$ cat config.mk
export PLATFORM = sky130hd
export DESIGN_NAME = instr_fetch_unit
export DESIGN_NICKNAME = d
export VERILOG_FILES = /design/src/rtl/instr_fetch_unit.sv
export SDC_FILE = /design/constraint.sdc
export NUM_CORES = 1
export LEC_CHECK = 0
export ABC_AREA = 1
export BUFFER_PORTS_ARGS = -buffer_cell sky130_fd_sc_hd__buf_2
export CAP_MARGIN = 20
export CORE_MARGIN = 2
export CORE_UTILIZATION = 53
export DETAILED_ROUTE_END_ITERATION = 10
export PLACE_DENSITY = 0.86
export SLEW_MARGIN = 20
export SYNTH_ARGS = -nofsm -noshare
export SYNTH_HDL_FRONTEND = slang
export SYNTH_SLANG_ARGS = --single-unit
$ cat constraint.sdc
create_clock -name clk -period 2 [get_ports clk]
set_clock_uncertainty 0.2 [all_clocks]
set_input_delay 0.4 -clock clk [delete_from_list [all_inputs] [get_ports clk]]
set_output_delay 0.4 -clock clk [all_outputs]
set_load 0.01 [all_outputs]
$ cat src/rtl/instr_fetch_unit.sv
// Instruction fetch stage: two-entry line buffer (CUR/NXT) in front of a fixed-latency ROM,
// with sequential prefetch and a valid/stall handshake toward the controller.
module instr_fetch_unit #(
    parameter int ADDR_W  = 6,
    parameter int DATA_W  = 16,
    parameter int ROM_LAT = 1
) (
    input  logic              clk,
    input  logic              reset,
    input  logic [ADDR_W-1:0] pc_in,
    input  logic              fetch_req,
    input  logic              inv,
    output logic [ADDR_W-1:0] rom_addr,
    output logic              rom_en,
    input  logic [DATA_W-1:0] rom_data,
    output logic [DATA_W-1:0] instr_out,
    output logic              instr_valid,
    output logic              stall,
    output logic [1:0]        fsm_state
);

    localparam int CNT_W = 3;

    typedef enum logic [1:0] {
        IDLE   = 2'd0,
        DEMAND = 2'd1,
        PREF   = 2'd2
    } state_t;

    state_t              state;
    logic [CNT_W-1:0]    cnt;
    logic [ADDR_W-1:0]   cur_addr, nxt_addr;
    logic [DATA_W-1:0]   cur_data, nxt_data, last_out;
    logic                cur_valid, nxt_valid;

    logic                cur_hit, nxt_hit, hit, miss, cap;
    logic [DATA_W-1:0]   hit_data;

    // Handshake: instr_valid means instr_out is the word at pc_in this cycle; while
    // fetch_req is high and instr_valid is low, stall is high and the controller holds pc_in.
    always_comb begin
        cur_hit     = cur_valid && (pc_in == cur_addr);
        nxt_hit     = nxt_valid && (pc_in == nxt_addr) && !cur_hit;
        hit         = cur_hit || nxt_hit;
        hit_data    = cur_hit ? cur_data : nxt_data;
        instr_valid = hit && !inv;
        instr_out   = instr_valid ? hit_data : last_out;
        stall       = fetch_req && !instr_valid && reset;
        miss        = fetch_req && !hit;
        cap         = (cnt == CNT_W'(ROM_LAT));
        fsm_state   = state;
    end

    always_ff @(posedge clk or negedge reset) begin
        if (!reset) begin
            state     <= IDLE;
            cnt       <= '0;
            rom_en    <= 1'b0;
            rom_addr  <= '0;
            cur_addr  <= '0;
            cur_data  <= '0;
            cur_valid <= 1'b0;
            nxt_addr  <= '0;
            nxt_data  <= '0;
            nxt_valid <= 1'b0;
            last_out  <= '0;
        end else begin
            rom_en   <= 1'b0;
            last_out <= instr_out;
            if (inv) begin
                cur_valid <= 1'b0;
                nxt_valid <= 1'b0;
                cnt       <= '0;
                state     <= IDLE;
            end else begin
                case (state)
                    IDLE: begin
                        if (miss) begin
                            rom_en   <= 1'b1;
                            rom_addr <= pc_in;
                            cnt      <= '0;
                            state    <= DEMAND;
                        end else if (fetch_req && nxt_hit) begin
                            cur_addr  <= nxt_addr;
                            cur_data  <= nxt_data;
                            cur_valid <= 1'b1;
                            nxt_valid <= 1'b0;
                            rom_en    <= 1'b1;
                            rom_addr  <= nxt_addr + ADDR_W'(1);
                            cnt       <= '0;
                            state     <= PREF;
                        end else if (cur_valid && !nxt_valid) begin
                            rom_en   <= 1'b1;
                            rom_addr <= cur_addr + ADDR_W'(1);
                            cnt      <= '0;
                            state    <= PREF;
                        end
                    end
                    DEMAND: begin
                        if (cap) begin
                            cur_addr  <= rom_addr;
                            cur_data  <= rom_data;
                            cur_valid <= 1'b1;
                            nxt_valid <= 1'b0;
                            state     <= IDLE;
                        end else begin
                            cnt <= cnt + CNT_W'(1);
                        end
                    end
                    PREF: begin
                        if (miss && (pc_in != rom_addr)) begin
                            // Branch away from the prefetch: the old read's data is never captured.
                            rom_en   <= 1'b1;
                            rom_addr <= pc_in;
                            cnt      <= '0;
                            state    <= DEMAND;
                        end else if (cap) begin
                            if (miss) begin
                                cur_addr  <= rom_addr;
                                cur_data  <= rom_data;
                                cur_valid <= 1'b1;
                                nxt_valid <= 1'b0;
                            end else begin
                                nxt_addr  <= rom_addr;
                                nxt_data  <= rom_data;
                                nxt_valid <= 1'b1;
                            end
                            state <= IDLE;
                        end else begin
                            cnt <= cnt + CNT_W'(1);
                            if (miss) state <= DEMAND;
                        end
                    end
                    default: state <= IDLE;
                endcase
            end
        end
    end

endmodule
==> metrics.yaml <==
yosys:
  synth_top_family_by_area: "simple AND/OR/NAND/NOR gates"
  yosys_warnings: 0
  synth_area_leaders: "dfrtp_1, nand2_1, o21ai_0"
  synth-compound-area-share: 0.168
  syn_nets: 553
  syn_avg_cell_area_sq_um: 7.99
  yosys.area.top_type: "dfrtp_1"
  synthDistinctLibCells: 40
  synth-seq-cells: 74
  synthSimpleGateAreaFrac: 0.253
  synth_common_cells: "nand2_1, dfrtp_1, inv_1, o21ai_0, nor2_1"
  yosysTopAreaCellShare: 0.446
  yosysMostFrequentCell: "nand2_1"
  synth_edf_count: 0
  netlist_area_sq_um: 4160
  synthArstFlopShare: 1.00
  synth_fa_ha_area_frac: 0.0211
  synth_seq_area_share: 0.446
  syn-instance-count: 520
  synth_ff_type: "dfrtp_1"
  synthXorXnorAreaFrac: 0.0148
  synth_mux_area_frac: 0.0172
die:
  die_area_sq_um: 8560
  rows: 32
  core-area_sq_um: 7650
  die_y_um: 92.5
  die_w_um: 92.5
  initial_core_util: 0.543
  ios: 53
critical_path:
  arrival_ns: 2.19
  slowest_stage: "dfrtp_1"
  required_ns: 1.40
  cp_max_fo: 16
  path_class: "reg -> out"
  crit_chain: "inv_2, a21boi_2, nand2_2, nor2_4, buf_4, nand3_1, a31oi_2, buf_2"
  critPathCaptureType: "output pin"
  start_kind: "register"
  max_stage_delay_ns: 0.40
clock_tree:
  clock-root-buffer: "clkbuf_8"
  path_clk_slew_ns: 0.08
  clk_latency_ns: 0.36
  cts_tree: "built"
  htree_levels: 3
  cts_max_path_buffers: 2
  cts_sinks: 74
  cts_made_buffers: 9
pwr:
  power_uw: 7660
  p_per_area_nw_per_um2: 1260
  ir_worst_vdd_uv: 677
  p_leak_uw: 0.00288
place:
  post-place-ws_ns: -0.465
  numPortBuffers: 52
  gp_congestion: 0.861
  hpwl_um: 7620
routing:
  ant_nets: 0
  wl_um: 14000
  wl_per_cell_um: 18.3
  vias: 4378
  routed_via_density: 5.73
  drc: 0
  first_pass_iters: 5
  drt_iter0_markers: 288
global_routing:
  antenna_found_initial: 0
  grt_pass1_vias: 4233
  grt-ovfl-total: 0
  grt_max_degree: 75
  grt_first_pass_wirelength_um: 20100
  track_usage: 0.299
min_path:
  hold_path.class: "in -> reg"
sta:
  rsz0062_at_grt: "true"
  slew_viol_final: 0
  fin_ws_ns: -0.795
  slew_headroom: 0.712
  tightest_slew_ns: 0.429
  fin_hold_ws_ns: 0.0854
  fmax_ghz: 0.358
  fin_crit_ns: 2.79
  finalSetupViolations: 78
  hold_viol: 0
  timing.final.crit_share: 1.40
final_layout:
  insertedDiodeCount: 0
  nets: 691
  fill_cells: 442
  fin_util: 0.793
  multi_input_area_sq_um: 2480
  syn_to_final_growth_pct: 46.0
  drive_above_1_share: 0.459
  regArea_sq_um: 1850
run_status:
  violations: "setup timing"
  status: "complete, but fails checks"
flow_run:
  cap_violations: 0
-- stage by stage --
step,std cells,cell area [sq um],TNS [ns]
floorplan,520,4390,-4.01
global placement,717,5170,-25.78
detailed placement,717,5170,-28.44
CTS,750,5700,-29.70
global route,764,6070,-49.29
finish,764,6070,-40.91
-- placed cells by master (no fill, tap or decap), types with 4 or more instances in the layout --
| cell type | Yosys | final |
|---|---|---|
| nand2_1 | 143 | 105 |
| buf_4 | 1 | 75 |
| dfrtp_1 | 74 | 73 |
| buf_2 | 5 | 49 |
| inv_1 | 46 | 40 |
| nand2_2 | 4 | 28 |
| o21ai_0 | 46 | 28 |
| nor2_1 | 40 | 27 |
| o21ai_2 | 21 | 25 |
| nand3_1 | 30 | 24 |
| o21ai_1 | 5 | 18 |
| nand2_4 | 2 | 15 |
| a31oi_2 | 0 | 12 |
| buf_6 | 5 | 12 |
| inv_2 | 7 | 10 |
| nor2_4 | 5 | 10 |
| clkbuf_8 | 0 | 10 |
| nor2_2 | 0 | 8 |
| a21oi_1 | 11 | 8 |
| buf_12 | 0 | 8 |
| nand3_2 | 2 | 6 |
| ha_1 | 7 | 6 |
| a31oi_4 | 0 | 4 |
| nand4_1 | 4 | 4 |
-- state kept, by name, summed over array words and instances, names as in the netlist --
name	flops
cur_data	16
nxt_valid	1
last_out	16
nxt_data	16
nxt_addr	6
rom_en	1
fsm_state	2
cur_valid	1
cur_addr	6
rom_addr	6
cnt	3
-- logic make-up (layout without fill, tap and decap cells) --
kind of cell / Yosys count / after routing
AOI/OAI and AO/OA: 113 / 113
xor gates and xnor gates: 7 / 7
adders and majority gates: 7 / 7
buffers and inverters: 76 / 218
DFF: 74 / 74
muxes: 6 / 6
and+or+nand+nor: 237 / 237
-- layout make-up --
type                       instances  area share
clock buffer                      10      0.0227
clock inverter                     5     0.00516
inverter                          54      0.0355
multi-input combinational        370       0.409
sequential                        74       0.305
tap                              102      0.0210
timing repair buffer             149       0.201
-- repair_timing --
item	4_1_cts	5_1_grt
pin swaps	7	26
endpoints found under the setup margin	75	77
cloned	3	1
hold endpoints to repair	74	0
gates resized for setup	53	63
hold buffers	1	0
setup buffers	14	13
-- path summary, 6_finish.rpt --
path | startpoint | slack [ns] | to | cells after the start
setup / recovery | cur_addr[5]$_DFFE_PN0P_ | -0.79 | instr_out[15] | 8
hold / removal | rom_data[1] | 0.09 | nxt_data[1]$_DFFE_PN0P_ | 2
setup reg to reg | cur_addr[5]$_DFFE_PN0P_ | -0.63 | nxt_data[15]$_DFFE_PN0P_ | 17
hold reg to reg | cur_data[2]$_DFFE_PN0P_ | 0.30 | cur_data[2]$_DFFE_PN0P_ | 2
max in group asynchronous | reset | 0.84 | nxt_addr[1]$_DFFE_PN0P_ | 3
min in group asynchronous | reset | 0.41 | last_out[7]$_DFF_PN0_ | 3
-- metal layers --
layer  vias up  part of all wire  GRT usage  routed length [um]
met5         -                 0          0                   0
met4         0             0.030      0.121                 425
met3        48             0.064     0.0480                 894
met2       241              0.51      0.512                7210
met1      2112              0.39      0.380                5480
li1       1977                 -          -                   -
-- where the power goes --
part | leakage, uW | total [uW] | internal (uW) | switching, uW
logic | 0.00182 | 4230 | 1790 | 2440
clock network | 0.0000879 | 1070 | 473 | 596
registers | 0.000980 | 2360 | 1980 | 379
-- worst max-delay path, delay by kind of cell, from the launching register on --
| family | cells | cell delay [ns] |
|---|---|---|
| AO/OA/AOI/OAI | 2 | 0.49 |
| buffers and inverters | 3 | 0.53 |
| flip-flops | 1 | 0.40 |
| AND/OR/NAND/NOR | 3 | 0.42 |
Power figures use the tool's default switching activity.
